`src/rtl/truth_table_sweeper.sv`:
```
`default_nettype none
// ============================================================================
// Module      : truth_table_sweeper
// Description : Exhaustively sweeps the 16 input combinations of a 4-input
//               combinational circuit, captures its response and compares it
//               against a golden truth table.
//
//   Parameters
//     SETTLE         cycles each vector is held before sampling (1..15)
//     EXPECTED       golden truth table, bit i = expected output for vector i
//
//   Ports
//     clk            rising-edge clock
//     reset          synchronous active-high reset
//     start          request a sweep (honoured only while idle)
//     saida          response of the circuit under test
//     a,b,c,d        registered stimulus, a = MSB .. d = LSB of vector index
//     busy           sweep in progress
//     done           one-cycle pulse when a sweep completes
//     truth_table    captured response, bit i = saida sampled for vector i
//     mismatch_count number of vectors differing from EXPECTED (0..16)
//     first_fail     lowest mismatching vector (valid when mismatch_count != 0)
//     pass           last completed sweep had no mismatches
//
// Revision    : 1.0 - initial release
// ============================================================================
module truth_table_sweeper #(
    parameter int          SETTLE   = 1,
    parameter logic [15:0] EXPECTED = 16'h7EE0
) (
    input  logic        clk,
    input  logic        reset,
    input  logic        start,
    input  logic        saida,
    output logic        a,
    output logic        b,
    output logic        c,
    output logic        d,
    output logic        busy,
    output logic        done,
    output logic [15:0] truth_table,
    output logic [4:0]  mismatch_count,
    output logic [3:0]  first_fail,
    output logic        pass
);

    localparam logic [3:0] C_SETTLE_LAST = 4'(SETTLE - 1);
    localparam logic [3:0] C_LAST_VEC    = 4'hF;

    typedef enum logic [1:0] {
        S_IDLE   = 2'd0,
        S_DRIVE  = 2'd1,
        S_SAMPLE = 2'd2,
        S_DONE   = 2'd3
    } state_t;

    state_t      r_state;
    state_t      w_next;
    logic [3:0]  r_vec;
    logic [3:0]  r_cnt;
    logic        r_done;
    logic [15:0] r_table;
    logic [4:0]  r_mismatch;
    logic [3:0]  r_first_fail;
    logic        r_pass;
    logic        w_miss;

    // ------------------------------------------------------------------
    // State register
    // ------------------------------------------------------------------
    always_ff @(posedge clk) begin
        if (reset) r_state <= S_IDLE;
        else       r_state <= w_next;
    end

    // ------------------------------------------------------------------
    // Next-state logic
    // ------------------------------------------------------------------
    always_comb begin
        w_next = r_state;
        case (r_state)
            S_IDLE:   if (start) w_next = S_DRIVE;
            S_DRIVE:  if (r_cnt == C_SETTLE_LAST) w_next = S_SAMPLE;
            S_SAMPLE: w_next = (r_vec == C_LAST_VEC) ? S_DONE : S_DRIVE;
            S_DONE:   w_next = S_IDLE;
            default:  w_next = S_IDLE;
        endcase
    end

    assign w_miss = (saida != EXPECTED[r_vec]);

    // ------------------------------------------------------------------
    // Datapath: stimulus vector, settle counter and result capture
    // ------------------------------------------------------------------
    always_ff @(posedge clk) begin
        if (reset) begin
            r_vec        <= 4'd0;
            r_cnt        <= 4'd0;
            r_done       <= 1'b0;
            r_table      <= 16'd0;
            r_mismatch   <= 5'd0;
            r_first_fail <= 4'd0;
            r_pass       <= 1'b0;
        end else begin
            r_done <= 1'b0;
            case (r_state)
                S_IDLE: begin
                    if (start) begin
                        r_vec        <= 4'd0;
                        r_cnt        <= 4'd0;
                        r_table      <= 16'd0;
                        r_mismatch   <= 5'd0;
                        r_first_fail <= 4'd0;
                        r_pass       <= 1'b0;
                    end
                end
                S_DRIVE: begin
                    r_cnt <= r_cnt + 4'd1;
                end
                S_SAMPLE: begin
                    r_table[r_vec] <= saida;
                    if (w_miss) begin
                        r_mismatch <= r_mismatch + 5'd1;
                        // A zero count means no earlier vector failed.
                        if (r_mismatch == 5'd0) r_first_fail <= r_vec;
                    end
                    // Vector 15 is held after the sweep; no wrap to 0.
                    if (r_vec != C_LAST_VEC) begin
                        r_vec <= r_vec + 4'd1;
                        r_cnt <= 4'd0;
                    end
                end
                S_DONE: begin
                    r_done <= 1'b1;
                    r_pass <= (r_mismatch == 5'd0);
                end
                default: ;
            endcase
        end
    end

    assign {a, b, c, d}   = r_vec;
    assign busy           = (r_state != S_IDLE);
    assign done           = r_done;
    assign truth_table    = r_table;
    assign mismatch_count = r_mismatch;
    assign first_fail     = r_first_fail;
    assign pass           = r_pass;

endmodule
`default_nettype wire

```
`config.mk`:
```
export PLATFORM = sky130hd
export DESIGN_NAME = truth_table_sweeper
export DESIGN_NICKNAME = d
export VERILOG_FILES = /design/src/rtl/truth_table_sweeper.sv
export SDC_FILE = /design/constraint.sdc
export NUM_CORES = 1
export LEC_CHECK = 0
export ABC_AREA = 1
export BUFFER_PORTS_ARGS = -buffer_cell sky130_fd_sc_hd__buf_4
export CAP_MARGIN = 10
export CORE_ASPECT_RATIO = 0.75
export CORE_MARGIN = 2
export CORE_UTILIZATION = 30
export DETAILED_ROUTE_END_ITERATION = 10
export GPL_TIMING_DRIVEN = 1
export SLEW_MARGIN = 20
export SYNTH_ARGS = -nofsm -noshare
export SYNTH_HDL_FRONTEND = slang
export SYNTH_SLANG_ARGS = --single-unit
export TNS_END_PERCENT = 10
```
`constraint.sdc`:
```
create_clock -name clk -period 3 [get_ports clk]
set_input_delay 0.3 -clock clk [delete_from_list [all_inputs] [get_ports clk]]
set_output_delay 0.3 -clock clk [all_outputs]
set_load 0.05 [all_outputs]
```
# Word level (Yosys, flattened, before mapping)

Memory sizes are Yosys's and may differ from the RTL's. A register that Yosys moved wholly into a read port is not among the register bits.
Cells that the tools add are included.

Flip-flop bits (word level): 37
Bits in read-only memories: 16
Input port bits: 4
Output and inout port bits: 32
Memories kept: 1

Add/subtract/negate cells: 3
$lt $le $gt $ge: 2
Equal/unequal tests: 11
Muxes and demuxes: 26
Reductions and logical operators: 15

Memory list:

| name            | words | bits a word | read ports | clocked after memory_dff | wr ports | line | text |
|---|---|---|---|---|---|---|---|
| (no name shown) | 16    | 1           | 1          | 1                        | 0        | 90   | `assign w_miss = (saida != EXPECTED[r_vec]);` |

Operators with widths:

| cell                                                        | count |
|---|---|
| one-hot mux 16 bit (2 select lines)                         | 1 |
| 2-to-1 mux 4 bit                                            | 7 |
| bitwise mux 16 bit                                          | 1 |
| 2-to-1 mux 16 bit                                           | 1 |
| one-hot mux 4 bit (2 select lines)                          | 2 |
| one-hot mux 4 bit (3 select lines)                          | 1 |
| 2-to-1 mux 5 bit                                            | 2 |
| inequality test 2 bit (second input constant)               | 5 |
| one-hot mux 5 bit (2 select lines)                          | 1 |
| AND reduction 3 bit                                         | 3 |
| adder 4 x 1 -> 4 bit (second input constant)                | 2 |
| one-hot mux 2 bit (4 select lines)                          | 1 |
| 2-to-1 mux 2 bit                                            | 3 |
| AND reduction 2 bit                                         | 3 |
| nonzero test 2 bit                                          | 3 |
| adder 5 x 1 -> 5 bit (second input constant)                | 1 |
| logical NOT 5 bit                                           | 1 |
| less-than comparator 4 x 5 -> 1 bit (second input constant) | 1 |
| demux 1 bit (select 4 bit)                                  | 1 |
| equality test 2 bit (second input constant)                 | 2 |
| equality test 4 bit (second input constant)                 | 1 |
| >= comparator 4 x 1 -> 1 bit (second input constant)        | 1 |
| logical NOT 4 bit                                           | 1 |
| 2-to-1 mux 1 bit                                            | 4 |
| 8 further kinds                                             | 8 |

# Depth between registers and ports, before layout

Word-level depth: 6
Mapped depth: 11

# Worst setup path before layout

Ideal clock, no wire load.

Path kind: register -> register
Start: reg r_vec[0]
End: reg with a tool-made name
Library setup time: 112 ps
Arrival time: 1684 ps
Data required time: 2888 ps
Path slack: 1203 ps
Cell stages (with the launch flop): 10
Buffers on the path: 0
Cell sequence: dfxtp_1 ha_1 nand3_1 nand2_2 nand2_2 nand2_1 nor2_1 nand3b_1 nand3_1 nand2_1

RTL lines:

| item                   | line | text |
|---|---|---|
| from (decl)            | 59   | `logic [3:0] r_vec;` |
| from (signal assigned) | 129  | `r_vec <= r_vec + 4'd1;` |

# Worst setup path in the final report

Start: reg r_state[1]
End: reg r_first_fail[2], in the netlist first_fail[2]

Longest elaborated chain between the ends: 3

Ends and longest elaborated chain:

| item                                                                                | line | text |
|---|---|---|
| from (decl)                                                                         | 57   | `state_t r_state;` |
| from (signal assigned)                                                              | 73   | `else r_state <= w_next;` |
| equality test 2 bit / logical NOT 2 bit (equally long branches)                     | 106  | `case (r_state)` |
| inequality test 2 bit (no source line) / nonzero test 2 bit (equally long branches) | n/a  |  |
| AND reduction 4 bit (no source line)                                                | n/a  |  |
| to (signal assigned)                                                                | 125  | `if (r_mismatch == 5'd0) r_first_fail <= r_vec;` |
| to (decl)                                                                           | 64   | `logic [3:0] r_first_fail;` |

Parallel ways exist; a longest one is shown, timed or not.
A chain may end at the register's enable or synchronous reset.

==> qor.yml <==
status: "complete, no violations"
nets: 301
hpwl_mm: 3.34
drv_slew: 0
cpPeakStageDelay_ns: 0.43
grt_usage: 0.145
cp-start-kind: "flop"
max-cap-violations: 0
core_area_sq_mm: 0.00592
wl_per_cell_um: 12.5
critPathMostFrequentCell: "nand2_1"
cts_setup_buffers: 0
diodes: 0
initial_core_util: 0.316
path_cells: "nand2_1 -> o21ai_2 -> nand2_1 -> inv_2 -> nand3_1 -> a21oi_1"
die_h_um: 72.4
placementRows: 24
critPathArrivalTime_ns: 1.97
grt_pass1_wl_mm: 7.74
grt_overflow: 0
endpoint_kind: "flop"
syn_nets: 267
final_cell_mix: "nand2_1, dfxtp_1, buf_4"
io_pins: 36
rr_startpoint: "r_state[1]$_SDFFE_PP0P_"
hold_path_depth: 3
yosysWarningCount: 0
grt_max_degree: 28
rsz0062_at_grt: "false"
critical-path-top-delay-family: "simple AND/OR/NAND/NOR gates"
utilization: 0.389
relSlewSlack: 0.651
synth_cell_types: 32
ctsResizeCount: 0
power.leakage_uw: 0.000986
cts_buffers: 5
p_total_uw: 1100
critical-path-slowest-cell: "dfxtp_1"
cts_root_buffer: "clkbuf_8"
skew_ns: 0.00204
final_cells: 368
synth_cells: 255
cts_buffer_depth: 2
antenna_found_initial: 0
grt_pass1_vias: 1586
drcViolationCount: 0
max_freq_ghz: 0.577
final_common_cell: "nand2_1"
routed_wl_mm: 4.61
cts_hold_buf: 0
final.min_clock_period_ns: 1.73
power_density_mw_per_mm2: 476
fin_tns_setup_ns: 0
path_class: "flop to flop"
routed-via-count: 1733
rr_endpoint: "first_fail[2]$_SDFFE_PP0P_"
cts_tree: "done"
clkTransAtPathRegs_ns: 0.07
cts.sinks: 38
die_x_um: 95.2
fillers: 598
syn-cell-area_sq_mm: 0.00187
rr_worst_depth: 6
via_per_inst: 4.71
ys_ff_latch: 38
ys_seq_area_frac: 0.407
min_from: "saida"
htree_levels: 2
crit_buf_inv: 1
worstMarginPinSlew_ns: 0.522
period_share: 0.578
timing.final.hold_violations: 0
io_buffers: 35
syn_to_final_growth_pct: 23.1
critPathLaunch: "r_state[1]$_SDFFE_PP0P_"
final_area_sq_mm: 0.00230
dp_cells: 360
place_congestion: 0.790
clkLatencyLatePin_ns: 0.30
hold_end: "truth_table[12]$_SDFFE_PP0P_"
first_iter_violations: 125
dr.pass1.iters: 4
syn_avg_cell_area_sq_um: 7.33
ir_worst_vdd_mv: 0.139
cp.required_ns: 3.24
worstPathMaxFanout: 14
hp-class: "input pin to flop"
place_area_sq_mm: 0.00219
setup_viol: 0
ant_nets: 0
dieArea_sq_mm: 0.00689
drive_gt1_frac: 0.197
rrSetupSlack_ns: 1.27
[cell usage after synthesis]
master / instances / share of area
nor4_1: 2 / 0.0067
xnor2_1: 1 / 0.0047
a32oi_1: 2 / 0.0094
nand3b_1: 1 / 0.0040
dfxtp_1: 38 / 0.41
nor4_2: 1 / 0.0067
nand3_1: 25 / 0.067
a211oi_1: 9 / 0.036
o21bai_1: 1 / 0.0040
ha_1: 8 / 0.054
clkinv_1: 1 / 0.0020
xor2_1: 1 / 0.0047
o31ai_1: 1 / 0.0040
nor2_2: 3 / 0.010
nand4_1: 3 / 0.010
nor2_1: 18 / 0.036
nand2_4: 1 / 0.0060
o21ai_0: 11 / 0.029
o21ai_2: 1 / 0.0047
inv_1: 27 / 0.054
inv_2: 4 / 0.0080
a21oi_1: 26 / 0.070
nor2_4: 1 / 0.0060
nor3_1: 10 / 0.027
nand2_1: 47 / 0.094
buf_2: 4 / 0.011
clkbuf_1: 1 / 0.0020
a22oi_1: 1 / 0.0040
nand2_2: 2 / 0.0067
buf_1: 2 / 0.0040
buf_4: 1 / 0.0040
or2_2: 1 / 0.0033
[how the worst max path moves through the flow]
stage / to / slack, ns / cells after the start
2_1_floorplan: flop / 1.20 / 9
3_5_place_dp: first_fail[2]$_SDFFE_PP0P_ / 1.30 / 6
6_report: first_fail[2]$_SDFFE_PP0P_ / 1.27 / 6
3_3_place_gp: first_fail[2]$_SDFFE_PP0P_ / 1.31 / 6
5_1_grt: first_fail[2]$_SDFFE_PP0P_ / 1.08 / 7
4_1_cts: first_fail[2]$_SDFFE_PP0P_ / 1.28 / 6
[cell families (layout without fill, tap and decap cells)]
family,count (synthesis),count (layout),synth area share
XOR/XNOR,2,2,0.00937
adder cells (fa/ha/maj),8,8,0.0535
buffers and inverters,40,75,0.0850
AND/OR/NAND/NOR,115,115,0.284
flip-flops,38,38,0.407
AO/OA/AOI/OAI,52,52,0.161
[through the flow]
step	hold WS [ns]	worst slack, ns
floorplan	0.471	1.20
global placement	0.456	1.31
detailed placement	0.460	1.30
CTS	0.331	1.28
global route	0.361	1.08
finish	0.323	1.27
[worst register-to-register path: cells and delay by family, from the launching register on]
family / cells / cell delay (ns)
flip-flops: 1 / 0.43
AO/OA/AOI/OAI: 2 / 0.49
AND/OR/NAND/NOR: 3 / 0.63
buffers and inverters: 1 / 0.13
[routing by layer]
metal,vias to the layer above,share of wire,global-route usage
li1,920,-,-
met2,40,0.42,0.194
met3,7,0.055,0.0374
met5,-,0,0
met1,766,0.51,0.215
met4,0,0.019,0.0628
[final cells by class]
| type | instances | area [sq um] | share of cell area |
|---|---|---|---|
| inverter | 32 | 120 | 0.0522 |
| tap | 78 | 97.6 | 0.0424 |
| multi-input combinational | 177 | 950 | 0.413 |
| clock buffer | 8 | 110 | 0.0479 |
| sequential | 38 | 761 | 0.331 |
| timing repair buffer | 35 | 263 | 0.114 |
[power breakdown]
part	switching (uW)	internal [uW]	leakage, uW
sequential	11.1	513	0.000307
combinational	110	40.9	0.000621
clock	189	232	0.0000575
total	310	786	0.000986
[sequential cells by signal, summed over array words and instances, names as in the netlist, named ones only]
| signal | count |
|---|---|
| truth_table | 16 |
| done | 1 |
| mismatch_count | 5 |
| r_cnt | 4 |
| r_state | 2 |
| r_vec | 4 |
| pass | 1 |
| first_fail | 4 |
Note: power is estimated with default switching activity, not from simulation.
